==> config.mk <==
export PLATFORM = sky130hd
export DESIGN_NAME = iterative_divider
export DESIGN_NICKNAME = d
export VERILOG_FILES = /design/src/rtl/divider_pkg.sv /design/src/rtl/div_restore_step.sv /design/src/rtl/iterative_divider.sv
export SDC_FILE = /design/constraint.sdc
export NUM_CORES = 1
export LEC_CHECK = 0
export CELL_PAD_IN_SITES_DETAIL_PLACEMENT = 0
export CELL_PAD_IN_SITES_GLOBAL_PLACEMENT = 1
export CORE_MARGIN = 10
export CORE_UTILIZATION = 43
export DETAILED_ROUTE_END_ITERATION = 10
export PLACE_DENSITY = 0.84
export REMOVE_ABC_BUFFERS = 1
export SLEW_MARGIN = 20
export SYNTH_ARGS = -nofsm -noshare
export SYNTH_HDL_FRONTEND = slang
export SYNTH_SLANG_ARGS = --single-unit
==> constraint.sdc <==
create_clock -name clk -period 5.3 [get_ports clk]
set_clock_uncertainty 0.15 [all_clocks]
set_input_delay 1.325 -clock clk [delete_from_list [all_inputs] [get_ports clk]]
set_output_delay 1.325 -clock clk [all_outputs]
set_load 0.005 [all_outputs]
==> src/rtl/divider_pkg.sv <==
// Shared types and helpers for the iterative divider.
package divider_pkg;

  // Widest operand abs_mag can handle; callers zero-extend into this width.
  localparam int unsigned DIV_MAX_W  = 128;
  localparam int unsigned DIV_IDX_W  = $clog2(DIV_MAX_W);

  typedef enum logic [1:0] {
    DIV_IDLE,
    DIV_CALC,
    DIV_FIX,
    DIV_DONE
  } div_state_t;

  // Magnitude of a w-bit value held in the low bits of val. Only the low w
  // bits of the result are meaningful; -2^(w-1) maps to 2^(w-1) unsigned.
  function automatic logic [DIV_MAX_W-1:0] abs_mag(
    input logic [DIV_MAX_W-1:0] val,
    input int unsigned          w,
    input logic                 is_signed
  );
    logic [DIV_IDX_W-1:0] msb_idx;
    logic [DIV_MAX_W-1:0] res;
    msb_idx = DIV_IDX_W'(w - 1);
    if (is_signed && val[msb_idx]) begin
      res = ~val + DIV_MAX_W'(1);
    end else begin
      res = val;
    end
    return res;
  endfunction

endpackage

==> src/rtl/div_restore_step.sv <==
// One radix-2 restoring division step: shift, trial subtract, restore.
module div_restore_step #(
  parameter int unsigned WIDTH = 64
) (
  input  logic [WIDTH-1:0] rem,
  input  logic [WIDTH-1:0] quo,
  input  logic [WIDTH-1:0] divisor_mag,
  output logic [WIDTH-1:0] rem_next,
  output logic [WIDTH-1:0] quo_next
);

  // The stored partial remainder is always < divisor, so WIDTH bits hold it;
  // only the shifted value pr needs the extra bit.
  logic [WIDTH:0] pr;
  logic [WIDTH:0] diff;

  // Trial subtraction; a clear borrow bit means pr >= divisor_mag.
  always_comb begin
    pr   = {rem, quo[WIDTH-1]};
    diff = pr - {1'b0, divisor_mag};
    if (!diff[WIDTH]) begin
      rem_next = diff[WIDTH-1:0];
      quo_next = {quo[WIDTH-2:0], 1'b1};
    end else begin
      rem_next = pr[WIDTH-1:0];
      quo_next = {quo[WIDTH-2:0], 1'b0};
    end
  end

endmodule

==> src/rtl/iterative_divider.sv <==
// Multi-cycle restoring integer divider, truncating toward zero, with
// per-operand signedness and a valid/ready handshake on both sides.
module iterative_divider
  import divider_pkg::*;
#(
  parameter int unsigned WIDTH = 64
) (
  input  logic             clk,
  input  logic             rst_n,
  input  logic             in_valid,
  output logic             in_ready,
  input  logic [WIDTH-1:0] dividend,
  input  logic             dividend_sign,
  input  logic [WIDTH-1:0] divisor,
  input  logic             divisor_sign,
  output logic             out_valid,
  input  logic             out_ready,
  output logic [WIDTH-1:0] quotient,
  output logic [WIDTH-1:0] remainder,
  output logic             div_by_zero
);

  localparam int unsigned CNT_W = $clog2(WIDTH);
  localparam logic [WIDTH-1:0] MIN_NEG = {1'b1, {(WIDTH-1){1'b0}}};

  div_state_t       state_q, state_d;
  logic [CNT_W-1:0] cnt_q, cnt_d;
  logic [WIDTH-1:0] rem_q, rem_d;
  logic [WIDTH-1:0] quo_q, quo_d;
  logic [WIDTH-1:0] dmag_q, dmag_d;
  logic             q_neg_q, q_neg_d;
  logic             r_neg_q, r_neg_d;
  logic             out_valid_q, out_valid_d;
  logic [WIDTH-1:0] quotient_q, quotient_d;
  logic [WIDTH-1:0] remainder_q, remainder_d;
  logic             dbz_q, dbz_d;

  logic [DIV_MAX_W-1:0] dividend_ext, divisor_ext;
  logic [WIDTH-1:0]     dividend_mag, divisor_mag;
  logic                 neg_n, neg_d;
  logic                 zero_div, ovf_div;
  logic [WIDTH-1:0]     step_rem, step_quo;

  div_restore_step #(.WIDTH(WIDTH)) u_step (
    .rem         (rem_q),
    .quo         (quo_q),
    .divisor_mag (dmag_q),
    .rem_next    (step_rem),
    .quo_next    (step_quo)
  );

  // Operand decode for the accept edge: signs, magnitudes, special cases.
  always_comb begin
    dividend_ext               = '0;
    divisor_ext                = '0;
    dividend_ext[WIDTH-1:0]    = dividend;
    divisor_ext[WIDTH-1:0]     = divisor;
    dividend_mag = WIDTH'(abs_mag(dividend_ext, WIDTH, dividend_sign));
    divisor_mag  = WIDTH'(abs_mag(divisor_ext, WIDTH, divisor_sign));
    neg_n        = dividend_sign & dividend[WIDTH-1];
    neg_d        = divisor_sign & divisor[WIDTH-1];
    zero_div     = (divisor == '0);
    // Most-negative / -1 would overflow the signed quotient; answer it directly.
    ovf_div      = dividend_sign & divisor_sign & (dividend == MIN_NEG) & (&divisor);
  end

  // State and datapath registers.
  always_ff @(posedge clk) begin
    if (!rst_n) begin
      state_q     <= DIV_IDLE;
      cnt_q       <= '0;
      rem_q       <= '0;
      quo_q       <= '0;
      dmag_q      <= '0;
      q_neg_q     <= 1'b0;
      r_neg_q     <= 1'b0;
      out_valid_q <= 1'b0;
      quotient_q  <= '0;
      remainder_q <= '0;
      dbz_q       <= 1'b0;
    end else begin
      state_q     <= state_d;
      cnt_q       <= cnt_d;
      rem_q       <= rem_d;
      quo_q       <= quo_d;
      dmag_q      <= dmag_d;
      q_neg_q     <= q_neg_d;
      r_neg_q     <= r_neg_d;
      out_valid_q <= out_valid_d;
      quotient_q  <= quotient_d;
      remainder_q <= remainder_d;
      dbz_q       <= dbz_d;
    end
  end

  // Next-state selection.
  always_comb begin
    state_d = state_q;
    case (state_q)
      DIV_IDLE: if (in_valid) state_d = (zero_div || ovf_div) ? DIV_DONE : DIV_CALC;
      DIV_CALC: if (cnt_q == '0) state_d = DIV_FIX;
      DIV_FIX:  state_d = DIV_DONE;
      DIV_DONE: if (out_ready) state_d = DIV_IDLE;
      default:  state_d = DIV_IDLE;
    endcase
  end

  // Work-register and result updates for each state.
  always_comb begin
    cnt_d       = cnt_q;
    rem_d       = rem_q;
    quo_d       = quo_q;
    dmag_d      = dmag_q;
    q_neg_d     = q_neg_q;
    r_neg_d     = r_neg_q;
    out_valid_d = out_valid_q;
    quotient_d  = quotient_q;
    remainder_d = remainder_q;
    dbz_d       = dbz_q;
    case (state_q)
      DIV_IDLE: begin
        if (in_valid) begin
          rem_d   = '0;
          quo_d   = dividend_mag;
          dmag_d  = divisor_mag;
          q_neg_d = neg_n ^ neg_d;
          r_neg_d = neg_n;
          cnt_d   = CNT_W'(WIDTH - 1);
          if (zero_div) begin
            quotient_d  = '1;
            remainder_d = dividend;
            dbz_d       = 1'b1;
            out_valid_d = 1'b1;
          end else if (ovf_div) begin
            quotient_d  = dividend;
            remainder_d = '0;
            dbz_d       = 1'b0;
            out_valid_d = 1'b1;
          end
        end
      end
      DIV_CALC: begin
        rem_d = step_rem;
        quo_d = step_quo;
        if (cnt_q != '0) cnt_d = cnt_q - CNT_W'(1);
      end
      DIV_FIX: begin
        quotient_d  = q_neg_q ? -quo_q : quo_q;
        remainder_d = r_neg_q ? -rem_q : rem_q;
        dbz_d       = 1'b0;
        out_valid_d = 1'b1;
      end
      DIV_DONE: begin
        if (out_ready) out_valid_d = 1'b0;
      end
      default: ;
    endcase
  end

  // Handshake and result outputs.
  always_comb begin
    in_ready    = (state_q == DIV_IDLE);
    out_valid   = out_valid_q;
    quotient    = quotient_q;
    remainder   = remainder_q;
    div_by_zero = dbz_q;
  end

endmodule
==> out/summary.log <==
INFO  global_route   largest_net_degree_at_the_start_of_global_routing=117
INFO  flow_run       drv_cap=0
INFO  placement      gp_congestion=0.967
INFO  synth          synth.cell_area=23900µm²
INFO  synth          yosys.area.top_type=dfxtp_1
INFO  synth          postSynthCellCount=3178
INFO  sta            max_slew_margin=23.9%
INFO  setup_path     worst_path_most_repeated_cell=or4_1
INFO  clock_network  clkLatencyLatePin=0.57ns
INFO  route          initialDrtViolationCount=2011
INFO  synth          yosysWarningCount=0
INFO  floorplan      num_io_pins=265
INFO  synth          netlist_top_cells_area=dfxtp_1 28%, nand2_1 7.0%, xnor2_1 5.7%
INFO  floorplan      initial_core_util=43.4%
INFO  layout         area_delta_synth_final=21.0%
INFO  layout         layout.nets=3590
INFO  floorplan      die-width=256µm
INFO  sta            timing_hold_violations_final=0
INFO  clock_network  cts-buffers-inserted=40
INFO  power_and_ir_drop worst_ir_drop_vdd=0.000304V
INFO  status         outcome=completed
INFO  global_route   grt_pass1_vias=23.4k
INFO  clock_network  cts-root-to-sink-buffers=3
INFO  global_route   grt_antenna_before_repair=0
INFO  synth          ys_seq_area_share=27.8%
INFO  clock_network  cts_htree_levels=2
INFO  setup_path     critical_path.endpoint_type=flip-flop
INFO  layout         layout_common_cells=444 x nand2_1, 330 x dfxtp_1, 266 x o21ai_0
INFO  floorplan      design.die.area=65500µm²
INFO  route          wl=88600µm
INFO  sta            unrepaired_setup_endpoints_after_global_routing=false
INFO  synth          synth_enable_flop_cells=0
INFO  route          drt-pass1-iter-count=8
INFO  floorplan      fp.dieH=256µm
INFO  setup_path     timing.critical_path.fanout_max=21
INFO  route          route.detailed.drc=0
INFO  clock_network  cts_resized=0
INFO  setup_path     critical-path-max-stage-delay=0.55ns
INFO  synth          yosysUniqueCellTypes=78
INFO  layout         final_core_util=52.6%
INFO  sta            min_period_over_period=91.3%
INFO  global_route   track_usage=25.8%
INFO  setup_path     timing.critical_path.arrival=5.15ns
INFO  placement      detailedPlacementHpwl=67700µm
INFO  floorplan      rows=86
INFO  min_path       hp-class=flip-flop to flip-flop
INFO  synth          synth_largest_type_area_fraction=27.8%
INFO  sta            worst_slew_pin_slew=1.14ns
INFO  setup_path     reg2reg_setup_slack=0.95ns
INFO  setup_path     start_kind=input port
INFO  power_and_ir_drop pd_cells=428nW/µm²
INFO  route          post_drt_via_cell_ratio=5.90
INFO  sta            timing.final.setup_violations=0
INFO  placement      placement.io_buffers=264
INFO  clock_network  cts_setup_buffers=0
INFO  setup_path     cp_data_required_time=5.62ns
INFO  synth          synthFlopType=dfxtp_1
INFO  setup_path     critical-path-top-delay-family=simple AND/OR/NAND/NOR gates
INFO  synth          ys_ff_latch=332
INFO  layout         ant_diodes=0
INFO  route          drt.antenna.violating_nets=0
INFO  synth          postSynth.asyncResetShare=0%
INFO  setup_path     cpMaxStageDelayCell=or4_1
INFO  global_route   globalRouteOverflowTotal=0
INFO  layout         layout-drive-gt1-share=8.98%
INFO  clock_network  cts_tree=yes
INFO  setup_path     cp_cell_sequence=clkdlybuf4s50_1 -> or4_1 -> or4_1 -> or4_1 -> or4_4 -> nor4_4 -> a21oi_2 -> nor2_8 -> buf_12 -> buf_4 -> nor2_1 -> a211oi_2
INFO  setup_path     path_class=input port to flip-flop
INFO  sta            fmaxAchievable=207MHz
INFO  synth          syn_avg_cell_area=7.53µm²
INFO  layout         final_common_cell=nand2_1
INFO  sta            period_minus_slack=4.84ns
INFO  clock_network  numClockSinks=332
INFO  sta            slew_violations=0
INFO  power_and_ir_drop power.leakage=10.6nW
INFO  placement      placed_cells=4085
INFO  layout         stdcell_count=4157
INFO  global_route   grt_pass1_wl=138000µm
INFO  layout         fillers=5388
INFO  clock_network  cts_hold_buf=0
INFO  setup_path     critical_path_buf_inv_count=3
INFO  floorplan      core_area=55100µm²
INFO  route          vias=24.5k
INFO  clock_network  cts_root_buffer=clkbuf_16
INFO  route          wire_per_inst=21.3µm
INFO  clock_network  cts.clk_slew.worst_paths=0.05ns
-- registers in the layout (all words and copies together), names as in the netlist, 2 cells and up --
name       flops
dmag_q        64
cnt_q          6
quotient      64
quo_q         64
state_q        2
remainder     64
rem_q         64
-- final cells by class --
type / instances / area (µm²) / share of cell area [%]
Inverter: 111 / 422 / 1.46
Multi-Input combinational cell: 2509 / 16000 / 55.1
Tap cell: 748 / 936 / 3.23
Timing Repair Buffer: 385 / 3680 / 12.7
Sequential cell: 332 / 6650 / 23.0
Clock inverter: 12 / 131 / 0.454
Clock buffer: 60 / 1180 / 4.06
-- worst min-delay path, delay by kind of cell (launching register included) --
family / cells / cell delay, ns
AND/OR/NAND/NOR: 1 / 0.05
flip-flops: 1 / 0.31
AO/OA/AOI/OAI: 1 / 0.05
-- through the flow --
stage / hold WS, ns / cell area, µm² / TNS (ns) / setup WS, ns / power, mW
after global routing: 0.314 / 29000 / 0 / 0.301 / 13.2
after detailed placement: 0.293 / 27700 / -0.448 / -0.0692 / 9.56
after floorplan: 0.282 / 23000 / -452.55 / -4.77 / 7.24
final: 0.297 / 29000 / 0 / 0.462 / 12.4
after CTS: 0.300 / 29000 / 0 / 0.519 / 12.4
after global placement: 0.290 / 27700 / -0.0468 / -0.0145 / 9.45
-- cell families after synthesis --
logic type	synth area share (%)
flops	27.8
simple gates	20.7
xor+xnor	10.8
buf+inv	5.81
mux	2.76
compound gates	28.1
fa+ha+maj	4.06
-- cell usage after synthesis (10+ instances only) --
master,n
a211oi_1,70
a211oi_2,62
a21o_1,32
a21oi_1,212
a22oi_1,57
a311oi_1,12
a31oi_1,22
and3_1,12
buf_1,12
buf_4,13
clkbuf_1,186
dfxtp_1,332
ha_1,76
inv_1,110
mux2i_1,66
nand2_1,445
nand2b_1,21
nand3_1,60
nand3b_1,12
nand4_1,48
nor2_1,254
nor2_2,10
nor3_1,51
nor4_1,29
o2111ai_1,50
o211ai_1,15
o21a_1,16
o21ai_0,266
o21ai_1,23
o21bai_1,10
o31a_1,14
o31ai_1,60
o41ai_1,25
or2_2,26
or3_1,39
or4_1,34
xnor2_1,155
xor2_1,139
-- power breakdown --
part / internal (mW) / leakage [nW] / switching [mW] / total (mW)
clock: 1.63 / 0.644 / 1.15 / 2.78
combinational: 2.31 / 7.22 / 3.54 / 5.86
sequential: 3.13 / 2.71 / 0.619 / 3.75
-- worst paths after layout --
kind | from | endpoint | depth (start not counted)
worst max-delay path | dividend[28] | remainder[12] | 12
worst min register to register | quotient[23] | quotient[23] | 2
worst max register to register | rem_q[10] | rem_q[53] | 11
worst min-delay path | quotient[23] | quotient[23] | 2
-- per-layer routing --
metal / wire length (µm) / vias to the layer above / part of all wire [%] / track usage, %
li1: - / 11900 / - / -
met4: 3220 / 0 / 3.6 / 9.65
met3: 6080 / 171 / 6.9 / 3.70
met2: 39900 / 898 / 45 / 41.2
met1: 39300 / 11600 / 44 / 34.7
met5: 0 / - / 0 / 0
(Power assumes the default switching activity.)
